===== src/rtl/instr_mem_loader_if.sv =====
// Load/fetch bus of the instruction memory loader.
// The master drives the load stream and fetch requests; the slave is the memory.
interface instr_mem_loader_if #(
  parameter int unsigned INS_ADDRESS = 32,
  parameter int unsigned INS_W       = 32,
  parameter int unsigned DEPTH       = 64
);
  localparam int unsigned LW = $clog2(DEPTH + 1);

  logic                   load_valid;
  logic [INS_W-1:0]       load_data;
  logic                   load_last;
  logic                   load_ready;
  logic                   reload;
  logic                   fetch_req;
  logic [INS_ADDRESS-1:0] fetch_addr;
  logic                   fetch_ready;
  logic                   instr_valid;
  logic [INS_W-1:0]       instruction;
  logic [1:0]             fault;
  logic [LW-1:0]          loaded_words;

  modport master (
    output load_valid, load_data, load_last, reload, fetch_req, fetch_addr,
    input  load_ready, fetch_ready, instr_valid, instruction, fault, loaded_words
  );

  modport slave (
    input  load_valid, load_data, load_last, reload, fetch_req, fetch_addr,
    output load_ready, fetch_ready, instr_valid, instruction, fault, loaded_words
  );
endinterface


===== src/rtl/instr_mem_loader.sv =====
// Instruction memory with a streaming program loader (LOAD) and registered
// 1-cycle-latency fetch port (RUN); faulting fetches return NOP_INSTR.
module instr_mem_loader #(
  parameter int unsigned          INS_ADDRESS = 32,
  parameter int unsigned          INS_W       = 32,
  parameter int unsigned          DEPTH       = 64,
  parameter logic [INS_W-1:0]     NOP_INSTR   = INS_W'(32'h0000_0013)
) (
  input  logic                 clk,
  input  logic                 reset,
  instr_mem_loader_if.slave    bus
);
  localparam int unsigned AW = $clog2(DEPTH);
  localparam int unsigned LW = $clog2(DEPTH + 1);

  typedef enum logic {ST_LOAD = 1'b0, ST_RUN = 1'b1} state_e;

  state_e           state_q, state_d;
  logic [AW-1:0]    wr_ptr_q, wr_ptr_d;
  logic [LW-1:0]    loaded_q, loaded_d;
  logic             instr_valid_q, instr_valid_d;
  logic [INS_W-1:0] instr_q, instr_d;
  logic [1:0]       fault_q, fault_d;
  logic             load_ready_q, fetch_ready_q;
  logic [INS_W-1:0] mem_q [DEPTH];

  logic                   we_c;
  logic [AW-1:0]          waddr_c;
  logic [AW-1:0]          base_ptr_c;
  logic [LW-1:0]          base_cnt_c;
  logic [INS_ADDRESS-1:0] idx_c;
  logic [1:0]             fault_c;

  // Next-state, load pointer and fetch result
  always_comb begin
    state_d       = state_q;
    wr_ptr_d      = wr_ptr_q;
    loaded_d      = loaded_q;
    instr_valid_d = 1'b0;
    instr_d       = instr_q;
    fault_d       = fault_q;
    we_c          = 1'b0;
    waddr_c       = wr_ptr_q;
    base_ptr_c    = bus.reload ? '0 : wr_ptr_q;
    base_cnt_c    = bus.reload ? '0 : loaded_q;
    idx_c         = bus.fetch_addr >> 2;
    fault_c[0]    = (bus.fetch_addr[1:0] != 2'b00);
    fault_c[1]    = (idx_c >= INS_ADDRESS'(loaded_q));

    unique case (state_q)
      ST_LOAD: begin
        wr_ptr_d = base_ptr_c;
        loaded_d = base_cnt_c;
        if (bus.load_valid) begin
          we_c     = 1'b1;
          waddr_c  = base_ptr_c;
          wr_ptr_d = base_ptr_c + AW'(1);
          loaded_d = base_cnt_c + LW'(1);
          // Filling the last word ends the load; the pointer never wraps into live data
          if (bus.load_last || (base_ptr_c == AW'(DEPTH - 1))) begin
            state_d = ST_RUN;
          end
        end
      end
      ST_RUN: begin
        if (bus.reload) begin
          state_d  = ST_LOAD;
          wr_ptr_d = '0;
          loaded_d = '0;
        end else if (bus.fetch_req) begin
          instr_valid_d = 1'b1;
          fault_d       = fault_c;
          // idx is only used as an array index once it is known to be below loaded_words
          instr_d       = (fault_c != 2'b00) ? NOP_INSTR : mem_q[idx_c[AW-1:0]];
        end
      end
      default: state_d = ST_LOAD;
    endcase
  end

  always_ff @(posedge clk or posedge reset) begin
    if (reset) begin
      state_q       <= ST_LOAD;
      wr_ptr_q      <= '0;
      loaded_q      <= '0;
      instr_valid_q <= 1'b0;
      instr_q       <= NOP_INSTR;
      fault_q       <= 2'b00;
      load_ready_q  <= 1'b1;
      fetch_ready_q <= 1'b0;
    end else begin
      state_q       <= state_d;
      wr_ptr_q      <= wr_ptr_d;
      loaded_q      <= loaded_d;
      instr_valid_q <= instr_valid_d;
      instr_q       <= instr_d;
      fault_q       <= fault_d;
      load_ready_q  <= (state_d == ST_LOAD);
      fetch_ready_q <= (state_d == ST_RUN);
    end
  end

  // Program storage survives reset and reload
  always_ff @(posedge clk) begin
    if (we_c) begin
      mem_q[waddr_c] <= bus.load_data;
    end
  end

  assign bus.load_ready   = load_ready_q;
  assign bus.fetch_ready  = fetch_ready_q;
  assign bus.instr_valid  = instr_valid_q;
  assign bus.instruction  = instr_q;
  assign bus.fault        = fault_q;
  assign bus.loaded_words = loaded_q;

endmodule


===== src/flat_wrapper.sv =====
// flat-port wrapper written by rule: the top's interface ports become plain ports
module instr_mem_loader_flat 
#(
  parameter int unsigned          INS_ADDRESS = 32,
  parameter int unsigned          INS_W       = 32,
  parameter int unsigned          DEPTH       = 64,
  parameter logic [INS_W-1:0]     NOP_INSTR   = INS_W'(32'h0000_0013)
)
  (clk, reset, bus_load_valid, bus_load_data, bus_load_last, bus_reload, bus_fetch_req, bus_fetch_addr, bus_load_ready, bus_fetch_ready, bus_instr_valid, bus_instruction, bus_fault, bus_loaded_words);
  instr_mem_loader_if #(.INS_ADDRESS(INS_ADDRESS), .INS_W(INS_W), .DEPTH(DEPTH)) bus_i ();
  input  logic clk;
  input  logic reset;
  input wire logic [$bits(bus_i.load_valid)-1:0] bus_load_valid;
  input wire logic [$bits(bus_i.load_data)-1:0] bus_load_data;
  input wire logic [$bits(bus_i.load_last)-1:0] bus_load_last;
  input wire logic [$bits(bus_i.reload)-1:0] bus_reload;
  input wire logic [$bits(bus_i.fetch_req)-1:0] bus_fetch_req;
  input wire logic [$bits(bus_i.fetch_addr)-1:0] bus_fetch_addr;
  output wire logic [$bits(bus_i.load_ready)-1:0] bus_load_ready;
  output wire logic [$bits(bus_i.fetch_ready)-1:0] bus_fetch_ready;
  output wire logic [$bits(bus_i.instr_valid)-1:0] bus_instr_valid;
  output wire logic [$bits(bus_i.instruction)-1:0] bus_instruction;
  output wire logic [$bits(bus_i.fault)-1:0] bus_fault;
  output wire logic [$bits(bus_i.loaded_words)-1:0] bus_loaded_words;
  assign bus_i.load_valid = bus_load_valid;
  assign bus_i.load_data = bus_load_data;
  assign bus_i.load_last = bus_load_last;
  assign bus_i.reload = bus_reload;
  assign bus_i.fetch_req = bus_fetch_req;
  assign bus_i.fetch_addr = bus_fetch_addr;
  assign bus_load_ready = bus_i.load_ready;
  assign bus_fetch_ready = bus_i.fetch_ready;
  assign bus_instr_valid = bus_i.instr_valid;
  assign bus_instruction = bus_i.instruction;
  assign bus_fault = bus_i.fault;
  assign bus_loaded_words = bus_i.loaded_words;
  instr_mem_loader #(.INS_ADDRESS(INS_ADDRESS), .INS_W(INS_W), .DEPTH(DEPTH), .NOP_INSTR(NOP_INSTR)) u_core (.clk(clk), .reset(reset), .bus(bus_i));
endmodule

===== config.mk =====
export PLATFORM = sky130hd
export DESIGN_NAME = instr_mem_loader_flat
export DESIGN_NICKNAME = d
export VERILOG_FILES = /design/src/rtl/instr_mem_loader_if.sv /design/src/rtl/instr_mem_loader.sv /design/src/flat_wrapper.sv
export SDC_FILE = /design/constraint.sdc
export NUM_CORES = 2
export LEC_CHECK = 0
export CAP_MARGIN = 20
export CELL_PAD_IN_SITES_DETAIL_PLACEMENT = 0
export CELL_PAD_IN_SITES_GLOBAL_PLACEMENT = 2
export CORE_AREA = 2 2 465 467
export DETAILED_ROUTE_END_ITERATION = 10
export DIE_AREA = 0 0 467 469
export PLACE_DENSITY_LB_ADDON = 0.12
export REMOVE_ABC_BUFFERS = 1
export SETUP_SLACK_MARGIN = 0.3
export SLEW_MARGIN = 20
export SYNTH_ARGS = -nofsm -noshare
export SYNTH_HDL_FRONTEND = slang
export SYNTH_SLANG_ARGS = --single-unit

===== constraint.sdc =====
create_clock -name clk -period 11.35 [get_ports clk]
set_input_delay 2.27 -clock clk [delete_from_list [all_inputs] [get_ports clk]]
set_output_delay 2.27 -clock clk [all_outputs]
set_load 0.02 [all_outputs]

==> impl_metrics.toml <==
[run_status]
status = "complete, no violations"

[worst_setup_path]
reg2reg_to = "u_core.mem_q[14][16]$_DFFE_PP_"
cp-startpoint = "bus_fetch_addr[2]"
critPathMaxStageDelay_ps = 660
path_depth = 9
rr_worst_depth = 6
path_max_fanout = 77
worstSetupEndpoint = "u_core.bus.instruction[12]$_DFFE_PP0P_"
cp-end-kind = "flop"
cp.required_ps = 12060
slowest_stage = "buf_4"
crit_type = "input pin to flop"
crit_chain = "buf_8, buf_12, buf_4, mux4_2, mux2_2, o22ai_1, a211oi_1, o21ai_0, a21oi_1"
timing.rr.start = "u_core.state_q$_DFF_PP0_"
cp.arrival_ps = 6180
crit_family = "buffers and inverters"
rrSetupSlack_ps = 7800
crit_buf_inv = 3
cp-start-kind = "input pin"

[placed_design]
dp_hpwl_mm = 129
portBuffers = 113
place_inst = 6579
place.gp.congestion = 0.733

[detailed_routing]
drt-initial-drc-count = 4626
ant_nets = 0
vias_per_cell = 5.70
dr_total_vias = 39836
dr.pass1.iters = 6
drc = 0
wl_per_cell_um = 36.1
drt-total-wl_mm = 252

[synthesis]
async_flop_share = 0.0238
yosysWarnings = 0
synth_compound_area_frac = 0.0297
synth_edf_count = 2048
yosys.area.top_type = "edfxtp_1"
synth_top_family_by_area = "multiplexers"
synthMuxAreaShare = 0.159
synth_top_cell_area_share = 0.758
ys_top_cells_by_area = "edfxtp_1 76%, mux4_2 13%, mux2i_1 2.5%, dfrtp_1 1.4%, nor2_1 0.55%"
synth.distinct_cells = 61
yosysSeqAreaShare = 0.774
netlist_instances = 3690
ys_ff_latch = 2098
synth.most_common_cell = "edfxtp_1"
syn-cell-area_mm2 = 0.0811
synth-xor-area-share = 0.00108
synthFlopType = "edfxtp_1"
synth_common_cells = "2048 x edfxtp_1, 477 x mux4_2, 199 x mux2i_1, 118 x nor2_1, 99 x nand2_1"
synth_adder_area_share = 0.00139
synth-simple-area-share = 0.0186
syn_area_per_cell_um2 = 22.0

[power]
p_leak_nw = 29.3
peakVddDrop_uv = 166
power.density_mw_per_mm2 = 175
total_power_mw = 16.3

[clock_tree]
clockBufferDepth = 3
htree_num_levels = 4
cts_setup_buffers = 0
hold_buffers = 0
path_clk_slew_ps = 60
cts_tree = "built"
clock_sinks = 2098
insertion_delay_ps = 860
numCtsBuffers = 219
cts_repair_resize_count = 0
root_buffer = "clkbuf_16"

[sta]
setup_viol = 0
final.setup.tns_ps = 0
fin_worst_skew_ps = 32.8
min_period_ps = 5470
post-route-period-util = 0.482
hold_violations = 0
slew_headroom = 0.188
drv_slew = 0
max_freq_mhz = 183
rsz0062_at_grt = "false"
tightestPinTransition_ps = 1180

[worst_hold_path]
hold_path.class = "flop to flop"
worstHoldPathCells = 2

[floorplanning]
dieArea_mm2 = 0.219
die_w_um = 467
fp.dieH_um = 469
std_cell_rows = 170
core_mm2 = 0.214
io_pins = 114
initial_core_util = 0.379

[cells_and_area]
final_util = 0.435
drive_above_1_share = 0.259
area_growth_pct = 14.6
final_cell_count_no_fill = 6991
fin_nets = 4041

[global_route]
grt_pass1_wl_mm = 344
grt_usage = 0.230
antenna_found_initial = 28
grt_max_degree = 98
grt_pass1_vias = 40429
overflow = 0

[job]
cap_viol_max_count = 0
==> cells by family (layout without fill, tap and decap cells) <==
| group | after synthesis | count (layout) |
|---|---|---|
| buf+inv | 216 | 677 |
| compound gates | 336 | 336 |
| xor+xnor | 10 | 10 |
| mux | 689 | 689 |
| fa+ha+maj | 9 | 9 |
| other cells | 0 | 2 |
| flops | 2098 | 2098 |
| simple gates | 332 | 332 |
==> how the worst min path moves through the flow <==
stage                                          start                                     to
2_1_floorplan  u_core.bus.instruction[0]$_DFFE_PP1P_  u_core.bus.instruction[0]$_DFFE_PP1P_
3_3_place_gp         u_core.bus.fault[0]$_DFFE_PP0P_        u_core.bus.fault[0]$_DFFE_PP0P_
3_5_place_dp         u_core.bus.fault[0]$_DFFE_PP0P_        u_core.bus.fault[0]$_DFFE_PP0P_
4_1_cts              u_core.bus.fault[0]$_DFFE_PP0P_        u_core.bus.fault[0]$_DFFE_PP0P_
5_1_grt              u_core.bus.fault[0]$_DFFE_PP0P_        u_core.bus.fault[0]$_DFFE_PP0P_
6_report             u_core.bus.fault[0]$_DFFE_PP0P_        u_core.bus.fault[0]$_DFFE_PP0P_
==> per-layer routing <==
layer	up-vias	global-route usage	routed length, um
met5	-	0	27
met4	4	0.0449	4590
met3	294	0.0363	13500
met2	1268	0.377	122000
met1	22118	0.329	112000
li1	16152	-	-
==> through the flow <==
stage / worst slack (ps) / area (um2) / hold slack (ps)
2_1_floorplan: 5250 / 79800 / 532
3_3_place_gp: 5050 / 86000 / 488
3_5_place_dp: 5040 / 86000 / 495
4_1_cts: 5980 / 92900 / 512
5_1_grt: 5720 / 93000 / 540
6_report: 5880 / 93000 / 500
==> worst register-to-register path, stage by stage (launching register included) <==
cell and delay [ps]:
dfrtp_1 410, nor2b_2 110, buf_4 290, nor3b_1 460, nand3_1 610, nor2_4 750
buf_4 540
==> layout make-up <==
class	count	area [um2]
fillers	18428	121000
flip-flops and latches	2098	62800
multi-input cells	1376	17500
clock buffers	290	5970
well taps	2838	3550
repair buffers	253	2180
clock inverters	120	905
inverters	14	58.8
diodes	2	5.00
==> flip-flops by register name (all words and copies together) (netlist names) <==
name                     cells
u_core.mem_q              2048
u_core.bus.instruction      32
u_core.bus.loaded_words      7
u_core.wr_ptr_q              6
u_core.bus.fault             2
u_core.bus.instr_valid       1
u_core.bus.load_ready        1
u_core.state_q               1
==> cells in the final DEF, fill, tap and decap left out, drive strengths merged, types with 5 or more instances in the layout <==
| cell type | instances |
|---|---|
| buf | 178 |
| mux4 | 477 |
| dfrtp | 46 |
| o32ai | 7 |
| nand3 | 13 |
| ha | 9 |
| a22oi | 39 |
| nand2b | 12 |
| a221oi | 40 |
| bufinv | 12 |
| nor2 | 118 |
| edfxtp | 2048 |
| o211ai | 6 |
| o31ai | 11 |
| nor3 | 21 |
| o221ai | 5 |
| o21ai | 48 |
| clkdlybuf4s50 | 75 |
| a221o | 20 |
| clkinv | 104 |
| nor2b | 27 |
| or2 | 11 |
| a22o | 6 |
| a21oi | 56 |
| mux2 | 13 |
| nand2 | 99 |
| and2 | 10 |
| a211oi | 24 |
| mux2i | 199 |
| o22ai | 34 |
| xnor2 | 7 |
| clkbuf | 290 |
| and3 | 5 |
| a31oi | 16 |
| inv | 16 |
| nor4 | 6 |
==> report_power, final <==
group	switching (mW)	internal, mW	leakage, nW
Sequential	0.0117	8.53	19.1
Combinational	0.535	0.284	6.79
Clock	2.98	3.95	3.39
Total	3.52	12.8	29.3
(Power assumes the default switching activity.)
